### src/rtl/vga_timing_pkg.sv
// vga_timing_pkg
// Shared VGA raster timing constants and helpers.
//   - 640x480@60 and 800x600@60 porch/sync widths (pixels for H, lines for V)
//   - vga_ctl_t: the {h_sync, v_sync, blank_n} control bundle that travels
//     through the pixel-aligned delay line
//   - axis_total / sync_start / fits_width: elaboration-time arithmetic
package vga_timing_pkg;

  // 640x480 @ 60 Hz, 25.175 MHz pixel clock, both syncs active-low.
  localparam int VGA640_H_ACTIVE = 640;
  localparam int VGA640_H_FP     = 16;
  localparam int VGA640_H_SYNC   = 96;
  localparam int VGA640_H_BP     = 48;
  localparam int VGA640_V_ACTIVE = 480;
  localparam int VGA640_V_FP     = 10;
  localparam int VGA640_V_SYNC   = 2;
  localparam int VGA640_V_BP     = 33;
  localparam bit VGA640_H_POL    = 1'b0;
  localparam bit VGA640_V_POL    = 1'b0;

  // 800x600 @ 60 Hz, 40 MHz pixel clock, both syncs active-high.
  localparam int SVGA800_H_ACTIVE = 800;
  localparam int SVGA800_H_FP     = 40;
  localparam int SVGA800_H_SYNC   = 128;
  localparam int SVGA800_H_BP     = 88;
  localparam int SVGA800_V_ACTIVE = 600;
  localparam int SVGA800_V_FP     = 1;
  localparam int SVGA800_V_SYNC   = 4;
  localparam int SVGA800_V_BP     = 23;
  localparam bit SVGA800_H_POL    = 1'b1;
  localparam bit SVGA800_V_POL    = 1'b1;

  // Control bundle carried alongside pixel data.
  typedef struct packed {
    logic h_sync;
    logic v_sync;
    logic blank_n;
  } vga_ctl_t;

  // Total length of one axis: active + front porch + sync + back porch.
  function automatic int axis_total(input int active, input int fp,
                                    input int sync, input int bp);
    return active + fp + sync + bp;
  endfunction

  // First count of the sync pulse (sync follows the front porch).
  function automatic int sync_start(input int active, input int fp);
    return active + fp;
  endfunction

  // True when 'total' distinct counts fit in a 'width'-bit counter.
  function automatic bit fits_width(input int total, input int width);
    if (width >= 31) return 1'b1;
    return total <= (1 << width);
  endfunction

endpackage

### src/rtl/vga_delay_line.sv
// vga_delay_line
// Enable-qualified shift register: dout is din as it was DEPTH enabled
// clocks earlier. DEPTH=0 is a combinational pass-through.
//   clk    in   system clock
//   reset  in   synchronous active-low reset, loads RESET_VAL into every stage
//   en     in   shift strobe (pixel enable)
//   din    in   WIDTH bits
//   dout   out  WIDTH bits
module vga_delay_line #(
  parameter int               WIDTH     = 3,
  parameter int               DEPTH     = 2,
  parameter logic [WIDTH-1:0] RESET_VAL = '0
) (
  input  logic             clk,
  input  logic             reset,
  input  logic             en,
  input  logic [WIDTH-1:0] din,
  output logic [WIDTH-1:0] dout
);

  if (DEPTH < 0) begin : g_bad_depth
    $error("vga_delay_line: DEPTH must be >= 0");
  end

  if (DEPTH == 0) begin : g_pass
    // No storage: clock/reset/enable are intentionally unused here.
    logic unused_ok;
    assign unused_ok = ^{clk, reset, en};
    assign dout      = din;
  end else begin : g_shift
    logic [DEPTH-1:0][WIDTH-1:0] stage;

    always_ff @(posedge clk) begin
      if (!reset) begin
        stage <= {DEPTH{RESET_VAL}};
      end else if (en) begin
        stage[0] <= din;
        for (int i = 1; i < DEPTH; i++) stage[i] <= stage[i-1];
      end
    end

    assign dout = stage[DEPTH-1];
  end

endmodule

### src/rtl/vga_timing_gen.sv
// vga_timing_gen
// Parametrised VGA raster timing generator.
//   clk           in   system clock
//   reset         in   synchronous active-low reset (restarts raster at 0,0)
//   pix_en        out  one-clk pixel strobe every CLK_DIV clocks
//   h_count       out  0..H_TOTAL-1
//   v_count       out  0..V_TOTAL-1
//   h_sync        out  horizontal sync (asserted level H_POL)
//   v_sync        out  vertical sync (asserted level V_POL)
//   blank_n       out  1 inside the active window
//   line_start    out  pix_en at h_count==0
//   frame_start   out  pix_en at (0,0)
//   vblank_start  out  pix_en at h_count==0, v_count==V_ACTIVE
//   h_sync_d      out  h_sync delayed PIPE_DLY pixels
//   v_sync_d      out  v_sync delayed PIPE_DLY pixels
//   blank_n_d     out  blank_n delayed PIPE_DLY pixels
module vga_timing_gen
  import vga_timing_pkg::*;
#(
  parameter int CLK_DIV  = 2,
  parameter int CNT_W    = 16,
  parameter int H_ACTIVE = VGA640_H_ACTIVE,
  parameter int H_FP     = VGA640_H_FP,
  parameter int H_SYNC   = VGA640_H_SYNC,
  parameter int H_BP     = VGA640_H_BP,
  parameter int V_ACTIVE = VGA640_V_ACTIVE,
  parameter int V_FP     = VGA640_V_FP,
  parameter int V_SYNC   = VGA640_V_SYNC,
  parameter int V_BP     = VGA640_V_BP,
  parameter bit H_POL    = VGA640_H_POL,
  parameter bit V_POL    = VGA640_V_POL,
  parameter int PIPE_DLY = 2
) (
  input  logic             clk,
  input  logic             reset,
  output logic             pix_en,
  output logic [CNT_W-1:0] h_count,
  output logic [CNT_W-1:0] v_count,
  output logic             h_sync,
  output logic             v_sync,
  output logic             blank_n,
  output logic             line_start,
  output logic             frame_start,
  output logic             vblank_start,
  output logic             h_sync_d,
  output logic             v_sync_d,
  output logic             blank_n_d
);

  localparam int H_TOTAL = axis_total(H_ACTIVE, H_FP, H_SYNC, H_BP);
  localparam int V_TOTAL = axis_total(V_ACTIVE, V_FP, V_SYNC, V_BP);
  localparam int H_SS    = sync_start(H_ACTIVE, H_FP);
  localparam int V_SS    = sync_start(V_ACTIVE, V_FP);

  if (CLK_DIV < 1) begin : g_bad_div
    $error("vga_timing_gen: CLK_DIV must be >= 1");
  end
  if (!fits_width(H_TOTAL, CNT_W) || !fits_width(V_TOTAL, CNT_W)) begin : g_bad_width
    $error("vga_timing_gen: H_TOTAL/V_TOTAL exceed 2**CNT_W");
  end

  localparam int DIV_W = (CLK_DIV > 1) ? $clog2(CLK_DIV) : 1;
  localparam logic [DIV_W-1:0] DIV_LAST = DIV_W'(CLK_DIV - 1);
  localparam logic [DIV_W-1:0] DIV_ONE  = DIV_W'(1);

  localparam logic [CNT_W-1:0] CNT_ONE = CNT_W'(1);
  localparam logic [CNT_W-1:0] H_LAST  = CNT_W'(H_TOTAL - 1);
  localparam logic [CNT_W-1:0] V_LAST  = CNT_W'(V_TOTAL - 1);
  localparam logic [CNT_W-1:0] H_ACT_C = CNT_W'(H_ACTIVE);
  localparam logic [CNT_W-1:0] V_ACT_C = CNT_W'(V_ACTIVE);
  localparam logic [CNT_W-1:0] H_SS_C  = CNT_W'(H_SS);
  localparam logic [CNT_W-1:0] H_SE_C  = CNT_W'(H_SS + H_SYNC);
  localparam logic [CNT_W-1:0] V_SS_C  = CNT_W'(V_SS);
  localparam logic [CNT_W-1:0] V_SE_C  = CNT_W'(V_SS + V_SYNC);

  // Reset image of the control bundle. (0,0) is never inside a sync window,
  // so the live bundle resets to its decoded (0,0) value; delayed copies
  // reset to blanked so nothing downstream is drawn before real data arrives.
  localparam vga_ctl_t CTL_RST   = '{h_sync: ~H_POL, v_sync: ~V_POL, blank_n: 1'b1};
  localparam vga_ctl_t CTL_D_RST = '{h_sync: ~H_POL, v_sync: ~V_POL, blank_n: 1'b0};

  logic [DIV_W-1:0] div_cnt;
  logic [CNT_W-1:0] h_nxt, v_nxt;
  vga_ctl_t         ctl, ctl_nxt, ctl_d;
  logic             at_line_start;

  // Next raster position, used both to advance the counters and to decode
  // sync/blank so the registered decode lines up with the registered counts.
  always_comb begin
    h_nxt = h_count + CNT_ONE;
    v_nxt = v_count;
    if (h_count == H_LAST) begin
      h_nxt = '0;
      v_nxt = (v_count == V_LAST) ? '0 : v_count + CNT_ONE;
    end
  end

  always_comb begin
    ctl_nxt         = CTL_RST;
    ctl_nxt.h_sync  = (h_nxt >= H_SS_C && h_nxt < H_SE_C) ? H_POL : ~H_POL;
    ctl_nxt.v_sync  = (v_nxt >= V_SS_C && v_nxt < V_SE_C) ? V_POL : ~V_POL;
    ctl_nxt.blank_n = (h_nxt < H_ACT_C) && (v_nxt < V_ACT_C);
  end

  // The divider treats its reset state as a wrap point, so the first pixel
  // strobe lands on the first clock after reset release and repeats every
  // CLK_DIV clocks. With CLK_DIV=1 div_cnt sits at 0 and pix_en stays high.
  always_ff @(posedge clk) begin
    if (!reset) begin
      div_cnt <= '0;
      pix_en  <= 1'b0;
      h_count <= '0;
      v_count <= '0;
      ctl     <= CTL_RST;
    end else begin
      div_cnt <= (div_cnt == DIV_LAST) ? '0 : div_cnt + DIV_ONE;
      pix_en  <= (div_cnt == '0);
      if (pix_en) begin
        h_count <= h_nxt;
        v_count <= v_nxt;
        ctl     <= ctl_nxt;
      end
    end
  end

  assign h_sync  = ctl.h_sync;
  assign v_sync  = ctl.v_sync;
  assign blank_n = ctl.blank_n;

  // Strobes are gated by reset directly so they drop in the same cycle
  // reset is asserted, not one clock later.
  assign at_line_start = reset && pix_en && (h_count == '0);
  assign line_start    = at_line_start;
  assign frame_start   = at_line_start && (v_count == '0);
  assign vblank_start  = at_line_start && (v_count == V_ACT_C);

  vga_delay_line #(
    .WIDTH    ($bits(vga_ctl_t)),
    .DEPTH    (PIPE_DLY),
    .RESET_VAL(CTL_D_RST)
  ) u_dly (
    .clk  (clk),
    .reset(reset),
    .en   (pix_en),
    .din  (ctl),
    .dout (ctl_d)
  );

  assign h_sync_d  = ctl_d.h_sync;
  assign v_sync_d  = ctl_d.v_sync;
  assign blank_n_d = ctl_d.blank_n;

endmodule

### config.mk
export PLATFORM = sky130hd
export DESIGN_NAME = vga_timing_gen
export DESIGN_NICKNAME = d
export VERILOG_FILES = /design/src/rtl/vga_timing_pkg.sv /design/src/rtl/vga_delay_line.sv /design/src/rtl/vga_timing_gen.sv
export SDC_FILE = /design/constraint.sdc
export NUM_CORES = 1
export LEC_CHECK = 0
export BUFFER_PORTS_ARGS = -buffer_cell sky130_fd_sc_hd__buf_2
export CAP_MARGIN = 20
export CORE_ASPECT_RATIO = 1.2
export CORE_MARGIN = 2
export CORE_UTILIZATION = 54
export DETAILED_ROUTE_END_ITERATION = 16
export PLACE_DENSITY = 0.85
export REMOVE_ABC_BUFFERS = 1
export SLEW_MARGIN = 20
export SYNTH_ARGS = -nofsm -noshare
export SYNTH_HDL_FRONTEND = slang
export SYNTH_SLANG_ARGS = --single-unit
### constraint.sdc
create_clock -name clk -period 3.4 [get_ports clk]
set_input_delay 1.02 -clock clk [delete_from_list [all_inputs] [get_ports clk]]
set_output_delay 1.02 -clock clk [all_outputs]
set_load 0.1 [all_outputs]
; ---- Word-level counts from Yosys, hierarchy flattened
; Cells that the tools add are included.
[word_totals]
reg_bits = 43
inputBits = 2
out_inout_bits = 42
elab_cells = 38
[op_classes]
add_sub_neg = 3
n_lt_le_gt_ge = 6
eq_ne = 3
n_mux = 5
n_bitwise = 2
reduce_logical = 10
[ops]
columns = op, count
row1 = 16-bit two-way mux, 3
row2 = 16-bit by 1-bit adder with 16-bit output (second input constant), 2
row3 = 16-bit by 10-bit == test with 1-bit output (second input constant), 2
row4 = 16-bit zero test, 2
row5 = 16-bit by 10-bit less-than comparator with 1-bit output (second input constant), 2
row6 = 16-bit by 9-bit less-than comparator with 1-bit output (second input constant), 2
row7 = 16-bit by 9-bit == test with 1-bit output (second input constant), 1
row8 = 16-bit by 10-bit greater-or-equal comparator with 1-bit output (second input constant), 1
row9 = 16-bit by 9-bit greater-or-equal comparator with 1-bit output (second input constant), 1
row10 = 1-bit logical AND, 7
row11 = 1-bit two-way mux, 2
row12 = 1-bit inverter, 2
row13 = 2-bit OR reduction, 1
row14 = 1-bit adder (second input constant), 1

; ---- Logic depth before layout (Yosys ltp)
; Gate-level depths: netlist (run 1).
[depth]
ltp_word = 6
mapped_depth = 10
mapped_depth_nobuf = 9

; ---- By module
; A second synthesis (run 1) with hierarchy kept.
[hier_totals]
cells_unflattened = 351
hier_area_um2 = 2728.9
[by_module_without_submodules]
columns = mod, n_inst, cells_each, area_each_um2, seq_area_each_um2
row1 = vga_timing_gen, 1, 329, 2487.4, 740.7
row2 = vga_delay_line, 1, 22, 241.5, 120.1

; ---- Worst setup path before layout (run 1)
; Ideal clock, no wire load.
[synth_path]
path_kind = reg2out
start = register pix_en
end = output port vblank_start
arrival_time_ps = 4231
required_time_ps = 2380
setup_slack_ps = -1851
path_stages_with_launch = 6
path_buffers = 0
path_cell_list = dfxtp_1 -> clkinv_1 -> nor2_1 -> nand3_1 -> or4_1 -> nor3_1
[synth_between]
elab_chain_cells = 3
[synth_rtl]
columns = element, line
row1 = "start, declared", vga_timing_gen.sv:36  ; output logic pix_en,
row2 = "start signal, assigned", vga_timing_gen.sv:117  ; pix_en <= (div_cnt == '0);
row3 = 1-bit logical AND (2 in a row), vga_timing_gen.sv:132  ; assign at_line_start = reset && pix_en && (h_count == '0);
row4 = 1-bit logical AND, vga_timing_gen.sv:135  ; assign vblank_start = at_line_start && (v_count == V_ACT_C);
row5 = "end, declared", vga_timing_gen.sv:44  ; output logic vblank_start,
; No other way between the ends.

; ---- Worst setup path after layout (run 1)
[layout_path]
start = input port reset
end = output port vblank_start
[layout_between]
elab_chain_cells = 3
[layout_rtl]
columns = element, line
row1 = "start, declared", vga_timing_gen.sv:35  ; input logic reset,
row2 = 1-bit logical AND (2 in a row), vga_timing_gen.sv:132
row3 = 1-bit logical AND, vga_timing_gen.sv:135
; No other way between the ends.

==> metrics.cfg, run 1 <==
[yosys]
yosys_register_bits = 43
ys_top_cells_by_area = dfxtp_1 31%, nand2_1 5.8%, xnor2_1 5.4%
yosys.area.top_type = dfxtp_1
synthArstFlopShare_pct = 0
ys_seq_area_share_pct = 31.4
synth_cell_types = 56
synthCells = 351
ys.flop_type = dfxtp_1
synth_area_um2 = 2740
synth_enable_flop_cells = 0
synth_warnings = 0
syn_avg_cell_area_um2 = 7.81
yosysTopAreaCellShare_pct = 31.4

[worst_setup_path]
path_common_cell = nor3_2
cpPeakStageDelay_ps = 470
cp_max_fo = 3
worstSetupStartpointType = input port
crit_path_end_kind = primary output
required_ps = 2380
path_class = input port to primary output
critical_path_arrival_ps = 2340
cpMaxStageDelayCell = or4_4
path_cells = buf_6 > nand2_2 > nor3_2 > nand3_1 > or4_4 > nor3_2 > buf_4 > buf_12

[power_and_ir_drop]
p_sw_share_pct = 27.1
p_switching_mw = 0.282
pwr-share-comb_pct = 11.2
seqPwrFrac_pct = 49.5
max-vdd-ir-drop_mv = 0.297
power_density_nw_per_um2 = 330
power.leakage_nw = 1.27
intPower_mw = 0.760
clkPwrFrac_pct = 39.2

[die]
die_h_um = 82.1
io-pin-count = 44
rows = 28
die-area_um2 = 5660
core_um2 = 4900
die_x_um = 69.0
start_util_pct = 55.9

[clock_network]
cts.htree.levels = 2
clk_latency_ps = 310
cts_tree = built
cts_inserted_buffers = 5
clk_path_buf_depth = 2
clock-sinks = 43
clk_pin_slew_ps = 90
root_buffer = clkbuf_8

[place]
gp_congestion = 0.903
io_buffer_count = 43
pre_cts_ws_ps = -45.1
place_area_um2 = 3020
dpl.hpwl_um = 4830

[detailed_routing]
vias = 2741
routed_wl_um = 7000
drt_pass1_iterations = 5
ant_nets = 0
dr.first_iter.drc_count = 221
viasPerCell = 6.17
drc_errors = 0
avgRoutedWirePerCell_um = 15.8

[timing]
fmax_mhz = 297
hold_viol = 0
finalSetupViolCount = 0
finalCritPeriodShare_pct = 98.9
drv_slew = 0
fin_crit_ps = 3360
fin_ws_ps = 37.1
worst_pin_slew_ps = 596
max-slew-margin-rel_pct = 59.9
finClkSkew_ps = 7.44

[global_route]
antenna_found_initial = 0
grt_usage_pct = 25.6
overflow = 0
grt_max_degree = 45
grt_first_pass_wirelength_um = 11800
grt_pass1_vias = 2594

[finish]
drive_above_1_share_pct = 18.8
nFillCells = 424
diodes = 0
syn_to_final_growth_pct = 15.2
final_cell_area_um2 = 3160
nets = 389

[status]
status = completed

[job]
max_cap_viol_count = 0

[worst_hold_path]
hp-class = flop to flop

==> power groups by stage <==
| stage | clock network, mW | registers, mW | logic (mW) |
|---|---|---|---|
| 2_1_floorplan | 0 | 0.568 | 0.0398 |
| 3_3_place_gp | 0 | 0.528 | 0.110 |
| 3_5_place_dp | 0 | 0.528 | 0.113 |
| 4_1_cts | 0.416 | 0.516 | 0.113 |
| 5_1_grt | 0.439 | 0.518 | 0.123 |
| 6_report | 0.409 | 0.516 | 0.117 |
==> layer usage <==
layer	GRT usage (%)	vias up	share of wire [%]
li1	-	1311	-
met1	29.8	1303	41
met2	45.4	111	51
met3	4.42	16	5.9
met4	13.5	0	2.6
met5	0	-	0
==> synthesized netlist by cell type (all sizes together), types with 4 or more instances <==
cell type,instances
nor3,18
nand2b,4
dfxtp,43
xnor2,17
and3,11
nand3,18
buf,6
a21oi,7
nor2,19
nand2,42
or3,6
mux2i,8
nor2b,9
clkbuf,18
o21ai,20
nand4,14
and2,22
a21boi,12
ha,4
inv,9
nor4,5
==> per-stage QoR <==
step / setup TNS (ps) / util [%] / power, mW / instances / hold WS [ps]
after floorplan: -5310 / - / 0.608 / 327 / 392
after detailed placement: -83.5 / 61.6 / 0.641 / 436 / 410
final: 0 / 64.4 / 1.04 / 444 / 436
after global placement: -1.61 / 61.6 / 0.638 / 436 / 401
after CTS: 0 / 63.9 / 1.05 / 444 / 434
after global routing: -40.6 / 64.4 / 1.08 / 444 / 462
==> final timing paths <==
check,start,end,slack [ps],cells after the start
worst min-delay path,div_cnt,div_cnt,440,1
worst max-delay path,reset,vblank_start,40,8
worst min register to register,div_cnt,div_cnt,440,1
worst max register to register,h_count[1],v_sync,460,8
==> timing repair <==
action	in CTS	in global routing
gates resized for setup	1	5
hold buffers	0	0
endpoints found under the hold margin	0	0
endpoints found under the setup margin	2	2
pin swaps	0	0
buffers inserted	0	0
==> placed cells by master (no fill, tap or decap), types with 2 or more instances in the layout <==
| cell | Yosys | layout |
|---|---|---|
| nor3_1 | 15 | 13 |
| xnor2_1 | 17 | 17 |
| or3_1 | 6 | 6 |
| nor3_2 | 2 | 4 |
| nand3b_1 | 3 | 3 |
| mux2i_1 | 8 | 8 |
| nand2b_1 | 4 | 4 |
| o31ai_1 | 3 | 3 |
| ha_1 | 4 | 4 |
| buf_4 | 1 | 6 |
| a31oi_1 | 2 | 2 |
| a21oi_1 | 7 | 7 |
| xor2_1 | 3 | 3 |
| nor2b_1 | 9 | 9 |
| nand4_1 | 12 | 12 |
| o21ai_0 | 19 | 19 |
| o311ai_0 | 2 | 2 |
| a21boi_0 | 12 | 12 |
| dfxtp_1 | 43 | 43 |
| clkbuf_8 | 0 | 5 |
| buf_2 | 5 | 39 |
| nand3_1 | 18 | 18 |
| o21a_1 | 3 | 3 |
| nor4_1 | 4 | 4 |
| and4_1 | 3 | 3 |
| nor2_1 | 19 | 19 |
| and2_1 | 21 | 20 |
| and3_1 | 11 | 11 |
| buf_12 | 0 | 3 |
| o32a_1 | 2 | 2 |
| nand2_1 | 42 | 41 |
| inv_1 | 9 | 9 |
==> final cells by class <==
| class | count | area, um2 | share of cell area, % |
|---|---|---|---|
| Multi-Input combinational cell | 274 | 1760 | 55.7 |
| Inverter | 10 | 37.5 | 1.19 |
| Sequential cell | 43 | 861 | 27.3 |
| Tap cell | 60 | 75.1 | 2.38 |
| Clock buffer | 5 | 68.8 | 2.18 |
| Clock inverter | 3 | 43.8 | 1.39 |
| Timing Repair Buffer | 49 | 312 | 9.87 |
==> registers in the layout, indices dropped and copies added (netlist names) <==
name	count
u_dly.dout	3
v_sync	1
pix_en	1
h_sync	1
blank_n	1
u_dly.g_shift.stage	3
h_count	16
div_cnt	1
v_count	16
==> cell families (layout without fill, tap and decap cells) <==
| family | after synthesis | in the layout | share of synthesized area (%) |
|---|---|---|---|
| buffers and inverters | 34 | 67 | 5.11 |
| AO/OA/AOI/OAI | 62 | 62 | 15.3 |
| XOR/XNOR | 20 | 20 | 6.39 |
| flip-flops | 43 | 43 | 31.4 |
| adder cells (fa/ha/maj) | 4 | 4 | 1.83 |
| AND/OR/NAND/NOR | 179 | 179 | 36.7 |
| multiplexers | 9 | 9 | 3.33 |
==> critical path, delay by kind of cell <==
family        cells  cell delay [ps]
buf+inv           3              380
simple gates      5              940
Note: power is estimated with default switching activity, not from simulation.
==> inputs of run 2 (changes only) <==
--- a/config.mk
+++ b/config.mk
@@ -13,6 +13,7 @@
 export DETAILED_ROUTE_END_ITERATION = 16
 export PLACE_DENSITY = 0.85
 export REMOVE_ABC_BUFFERS = 1
+export SETUP_SLACK_MARGIN = 0.15
 export SLEW_MARGIN = 20
 export SYNTH_ARGS = -nofsm -noshare
 export SYNTH_HDL_FRONTEND = slang
==> run 2 against run 1 <==
  * Via count decreased by 0.99%
  * Die area unchanged
  * Count of clock-buffer cells in the layout unchanged
  * Clock power about the same
  * Combinational power about the same
  * Fmax increased by 1.2%
  * Critical path depth unchanged
  * Routed wire length decreased by 0.13%
  * Power increased by 0.18%
  * Sequential share of layout area decreased by 0.16 points
  * Largest cell class unchanged
==> metrics.cfg, run 2 (synthesis results as in run 1) <==
[clock_network]
root_buffer = clkbuf_8
clk_path_buf_depth = 2  ; unchanged
cts_tree = built
holdBufCountCts = 0  ; unchanged
cts_inserted_buffers = 5  ; unchanged
cts.htree.levels = 2  ; unchanged
clk_pin_slew_ps = 90  ; about the same
clk_latency_ps = 310  ; about the same
clock-sinks = 43  ; unchanged

[die]
die-area_um2 = 5660  ; unchanged
core_um2 = 4900  ; unchanged
rows = 28  ; unchanged
io-pin-count = 44  ; unchanged
die_x_um = 69.0  ; unchanged
start_util_pct = 55.9  ; unchanged
die_h_um = 82.1  ; unchanged

[place]
dp_cells = 436  ; unchanged
io_buffer_count = 43  ; unchanged
dpl.hpwl_um = 4830  ; unchanged
gp_congestion = 0.903  ; unchanged

[worst_setup_path]
worstSetupStartpointType = input port
critical_path_arrival_ps = 2300  ; -40 ps
path_cells = buf_8 > nand2_4 > nor3_2 > nand3_1 > or4_4 > nor3_2 > buf_4 > buf_12
path_common_cell = nor3_2
path_class = input port to primary output
required_ps = 2380  ; about the same
crit_path_end_kind = primary output
cpPeakStageDelay_ps = 470  ; about the same
path_delay_family = simple AND/OR/NAND/NOR gates
path_buf_inv = 3  ; unchanged
cp_max_fo = 3  ; unchanged
cpMaxStageDelayCell = or4_4

[finish]
most-common-layout-cells = 43 x dfxtp_1, 41 x nand2_1, 39 x buf_2, 20 x and2_1, 19 x o21ai_0
stdcell_count = 445  ; +0.23%
nFillCells = 427  ; +0.71%
layout_commonest_cell = dfxtp_1
diodes = 0  ; unchanged
nets = 390  ; +0.26%
drive_above_1_share_pct = 19.2  ; +0.47 points
top_regs = h_count: 16 flops, v_count: 16 flops
syn_to_final_growth_pct = 15.8

[detailed_routing]
routed_wl_um = 6990  ; -0.13%
dr.first_iter.drc_count = 252  ; +14%
viasPerCell = 6.10  ; -1.2%
avgRoutedWirePerCell_um = 15.7  ; -0.35%
drc_errors = 0  ; unchanged
drt_pass1_iterations = 4  ; -1
ant_nets = 0  ; unchanged
vias = 2714  ; -0.99%

[global_route]
overflow = 0  ; unchanged
met2_usage_pct = 46.2  ; +0.77 points
antenna_found_initial = 0  ; unchanged
top_usage_layer = met2
grt_usage_pct = 25.9  ; +0.32 points
use_met3_pct = 4.66  ; +0.25 points
use_met1_pct = 29.8  ; unchanged
grt_pass1_vias = 2618  ; +0.93%
grt_max_degree = 45  ; unchanged
grt_first_pass_wirelength_um = 12000  ; +1.1%

[timing]
drv_slew = 0  ; unchanged
fin_crit_ps = 3320  ; -38.8 ps
finClkSkew_ps = 9.46  ; +2.03 ps
rsz0062_at_grt = true
fmax_mhz = 301  ; +1.2%
max-slew-margin-rel_pct = 61.0  ; +1.1 points
hold_viol = 0  ; unchanged
finalSetupViolCount = 0  ; unchanged
worst_pin_slew_ps = 579  ; -16.2 ps
timing.setup.tns_ps = 0  ; unchanged
finalCritPeriodShare_pct = 97.8  ; -1.1 points

[power_and_ir_drop]
power.leakage_nw = 1.28  ; +0.71%
power_density_nw_per_um2 = 329  ; -0.42%
power_mw = 1.04  ; +0.18%
max-vdd-ir-drop_mv = 0.294  ; -0.75%

[worst_hold_path]
hp-class = flop to flop

[status]
status = completed

[job]
max_cap_viol_count = 0  ; unchanged

-- run 2: metrics by stage --
stage	hold slack (ps)	setup WS, ps	area, um2	util (%)
3_5_place_dp	410	-45.1	3020	61.6
3_3_place_gp	401	-1.61	3020	61.6
6_report	436	75.9	3180	64.7
4_1_cts	434	54.0	3180	64.7
2_1_floorplan	392	-2680	2640	-
5_1_grt	462	30.2	3180	64.7
-- run 2: layer usage --
metal	vias up	part of all wire (%)
met1	1285	40
li1	1311	-
met4	0	2.7
met2	100	51
met3	18	6.4
met5	-	0
-- run 2: timing repair --
item / CTS / global route
buffers inserted: 1 / 0
endpoints found under the hold margin: 0 / 0
pin swaps: 5 / 3
gates resized for setup: 9 / 0
setup endpoints to repair: 2 / 3
-- run 2: path summary, 6_finish.rpt --
check	depth (start not counted)	end	start	slack [ps]
max	8	vblank_start	reset	80
min	1	div_cnt	div_cnt	440
max reg2reg	8	v_sync	h_count[1]	480
min reg2reg	1	div_cnt	div_cnt	440
-- run 2: final cells by class --
cell class	instances	area, um2	share of cell area (%)
Clock buffer	5	68.8	2.17
Clock inverter	3	43.8	1.38
Inverter	10	37.5	1.18
Multi-Input combinational cell	274	1770	55.6
Sequential cell	43	861	27.1
Tap cell	60	75.1	2.36
Timing Repair Buffer	50	323	10.2
-- run 2: worst reg2reg max path: stages, from the launching register on --
cell,delay [ps]
dfxtp_1,420
ha_1,260
and4_1,240
and4_1,590
nand4_4,180
or3_1,410
a221oi_2,230
o21ai_1,130
o32a_1,360
-- run 2: power breakdown --
group          total (mW)  switching (mW)  leakage, nW  internal, mW
Sequential          0.516         0.00645        0.348         0.510
Combinational       0.120          0.0872        0.871        0.0331
Clock               0.408           0.189       0.0581         0.219
==> inputs of run 3 (changes only) <==
--- a/config.mk
+++ b/config.mk
@@ -13,7 +13,7 @@
 export DETAILED_ROUTE_END_ITERATION = 16
 export PLACE_DENSITY = 0.85
 export REMOVE_ABC_BUFFERS = 1
-export SETUP_SLACK_MARGIN = 0.15
+export SETUP_SLACK_MARGIN = 0.3
 export SLEW_MARGIN = 20
 export SYNTH_ARGS = -nofsm -noshare
 export SYNTH_HDL_FRONTEND = slang
==> run 3 against run 2 <==
  * Clock skew about the same
  * Flip-flop and latch count unchanged
  * Cell count increased by 0.22%
  * Critical path depth unchanged
  * Core utilization increased by 0.18 points
  * Design area increased by 0.28%
  * Combinational power about the same
  * Power increased by 0.32%
==> metrics.cfg, run 3 (synthesis results as in run 1) <==
[place]
dp_cells = 436  ; unchanged
io_buffer_count = 43  ; unchanged
gp_congestion = 0.903  ; unchanged
dpl.hpwl_um = 4830  ; unchanged

[worst_setup_path]
path_buf_inv = 3  ; unchanged
required_ps = 2380  ; about the same
critical_path_arrival_ps = 2300  ; about the same
crit_path_end_kind = primary output
cp_max_fo = 3  ; unchanged
path_class = input port to primary output
worstSetupStartpointType = input port
r2r-start = h_count[1]
worstSetupStartpoint = reset
path_common_cell = nor3_2
cpPeakStageDelay_ps = 470  ; about the same
path_cells = buf_8 > nand2_4 > nor3_2 > nand3_1 > or4_4 > nor3_2 > buf_4 > buf_12
cpMaxStageDelayCell = or4_4
path_delay_family = simple AND/OR/NAND/NOR gates

[timing]
finalCritPeriodShare_pct = 97.6  ; -0.13 points
fin_crit_ps = 3320  ; -4.58 ps
finalSetupViolCount = 0  ; unchanged
timing.setup.tns_ps = 0  ; unchanged
fmax_mhz = 301  ; +0.14%
drv_slew = 0  ; unchanged
hold_viol = 0  ; unchanged
max-slew-margin-rel_pct = 60.7  ; -0.29 points
worst_pin_slew_ps = 584  ; +4.28 ps
rsz0062_at_grt = true
finClkSkew_ps = 9.10  ; -0.363 ps

[global_route]
use_met3_pct = 4.66  ; unchanged
grt_first_pass_wirelength_um = 12000  ; unchanged
overflow = 0  ; unchanged
use_met1_pct = 29.8  ; unchanged
grt_max_degree = 45  ; unchanged
met2_usage_pct = 46.2  ; unchanged
grt_pass1_vias = 2619  ; +0.038%
antenna_found_initial = 0  ; unchanged
top_usage_layer = met2
grt_usage_pct = 25.9  ; unchanged

[clock_network]
cts_tree = built
root_buffer = clkbuf_8
clk_path_buf_depth = 2  ; unchanged
cts.htree.levels = 2  ; unchanged
holdBufCountCts = 0  ; unchanged
clk_latency_ps = 310  ; about the same
clock-sinks = 43  ; unchanged
clk_pin_slew_ps = 90  ; about the same
cts_inserted_buffers = 5  ; unchanged

[finish]
layout_commonest_cell = dfxtp_1
stdcell_count = 446  ; +0.22%
syn_to_final_growth_pct = 16.2
top_regs = h_count: 16 flops, v_count: 16 flops
nFillCells = 424  ; -0.70%
most-common-layout-cells = 43 x dfxtp_1, 41 x nand2_1, 39 x buf_2, 20 x and2_1, 19 x o21ai_0
nets = 391  ; +0.26%
diodes = 0  ; unchanged
drive_above_1_share_pct = 19.9  ; +0.73 points

[status]
status = completed

[die]
die_x_um = 69.0  ; unchanged
core_um2 = 4900  ; unchanged
die-area_um2 = 5660  ; unchanged
io-pin-count = 44  ; unchanged
die_h_um = 82.1  ; unchanged
rows = 28  ; unchanged
start_util_pct = 55.9  ; unchanged

[detailed_routing]
viasPerCell = 6.12  ; +0.36%
drc_errors = 0  ; unchanged
dr.first_iter.drc_count = 195  ; -23%
avgRoutedWirePerCell_um = 15.8  ; +0.70%
routed_wl_um = 7050  ; +0.93%
vias = 2730  ; +0.59%
drt_pass1_iterations = 5  ; +1
ant_nets = 0  ; unchanged

[power_and_ir_drop]
power_density_nw_per_um2 = 329  ; about the same
power.leakage_nw = 1.28  ; +0.17%
max-vdd-ir-drop_mv = 0.296  ; +0.51%

[job]
max_cap_viol_count = 0  ; unchanged

[worst_hold_path]
worstHoldStart = div_cnt
hp-class = flop to flop

==> run 3: cell count changes in the layout (fill, tap and decap cells not counted), sizes merged <==
cell,previous run,this run
buf,50,51
==> run 3: worst paths after layout <==
path / cells past startpoint / slack [ps] / end
worst max-delay path: 8 / 80 / vblank_start
worst min register to register: 1 / 440 / div_cnt
worst min-delay path: 1 / 440 / div_cnt
worst max register to register: 8 / 640 / v_sync
==> run 3: layer usage <==
| metal | vias to the layer above | part of all wire, % |
|---|---|---|
| met5 | - | 0 |
| met4 | 0 | 2.8 |
| met3 | 20 | 5.2 |
| met2 | 104 | 50 |
| met1 | 1290 | 42 |
| li1 | 1316 | - |
==> run 3: what timing repair did <==
| action | in CTS | in global routing |
|---|---|---|
| endpoints found under the setup margin | 3 | 4 |
| gates resized for setup | 10 | 1 |
| pin swaps | 5 | 3 |
| setup buffers | 2 | 0 |
==> run 3: cell type report <==
cell class	count	area, um2	area share [%]
Clock buffer	5	68.8	2.16
Clock inverter	3	43.8	1.38
Inverter	10	37.5	1.18
Multi-Input combinational cell	274	1770	55.5
Sequential cell	43	861	27.0
Tap cell	60	75.1	2.36
Timing Repair Buffer	51	330	10.4
==> run 3: report_power, final <==
group          switching [mW]  internal [mW]  total (mW)
Sequential            0.00637          0.510       0.516
Combinational          0.0874         0.0340       0.121
Clock                   0.191          0.219       0.410
Total                   0.285          0.763        1.05
==> run 3: worst reg2reg max path, cell delays in order (launching register included) <==
cell and delay (ps):
dfxtp_1 420, ha_1 270, and4_1 240, and4_2 460, nand4_4 160, or3_1 390, a221oi_2 230, o21ai_1 130
o32a_1 360
==> run 3: per-stage QoR <==
step | total power [mW] | util (%) | worst slack, ps | cell area (um2) | hold slack [ps]
floorplan | 0.608 | - | -2680 | 2640 | 392
global placement | 0.638 | 61.6 | -1.61 | 3020 | 401
detailed placement | 0.641 | 61.6 | -45.1 | 3020 | 410
CTS | 1.05 | 64.9 | 57.5 | 3180 | 434
global route | 1.08 | 64.9 | 36.1 | 3180 | 462
finish | 1.05 | 64.9 | 80.5 | 3180 | 436
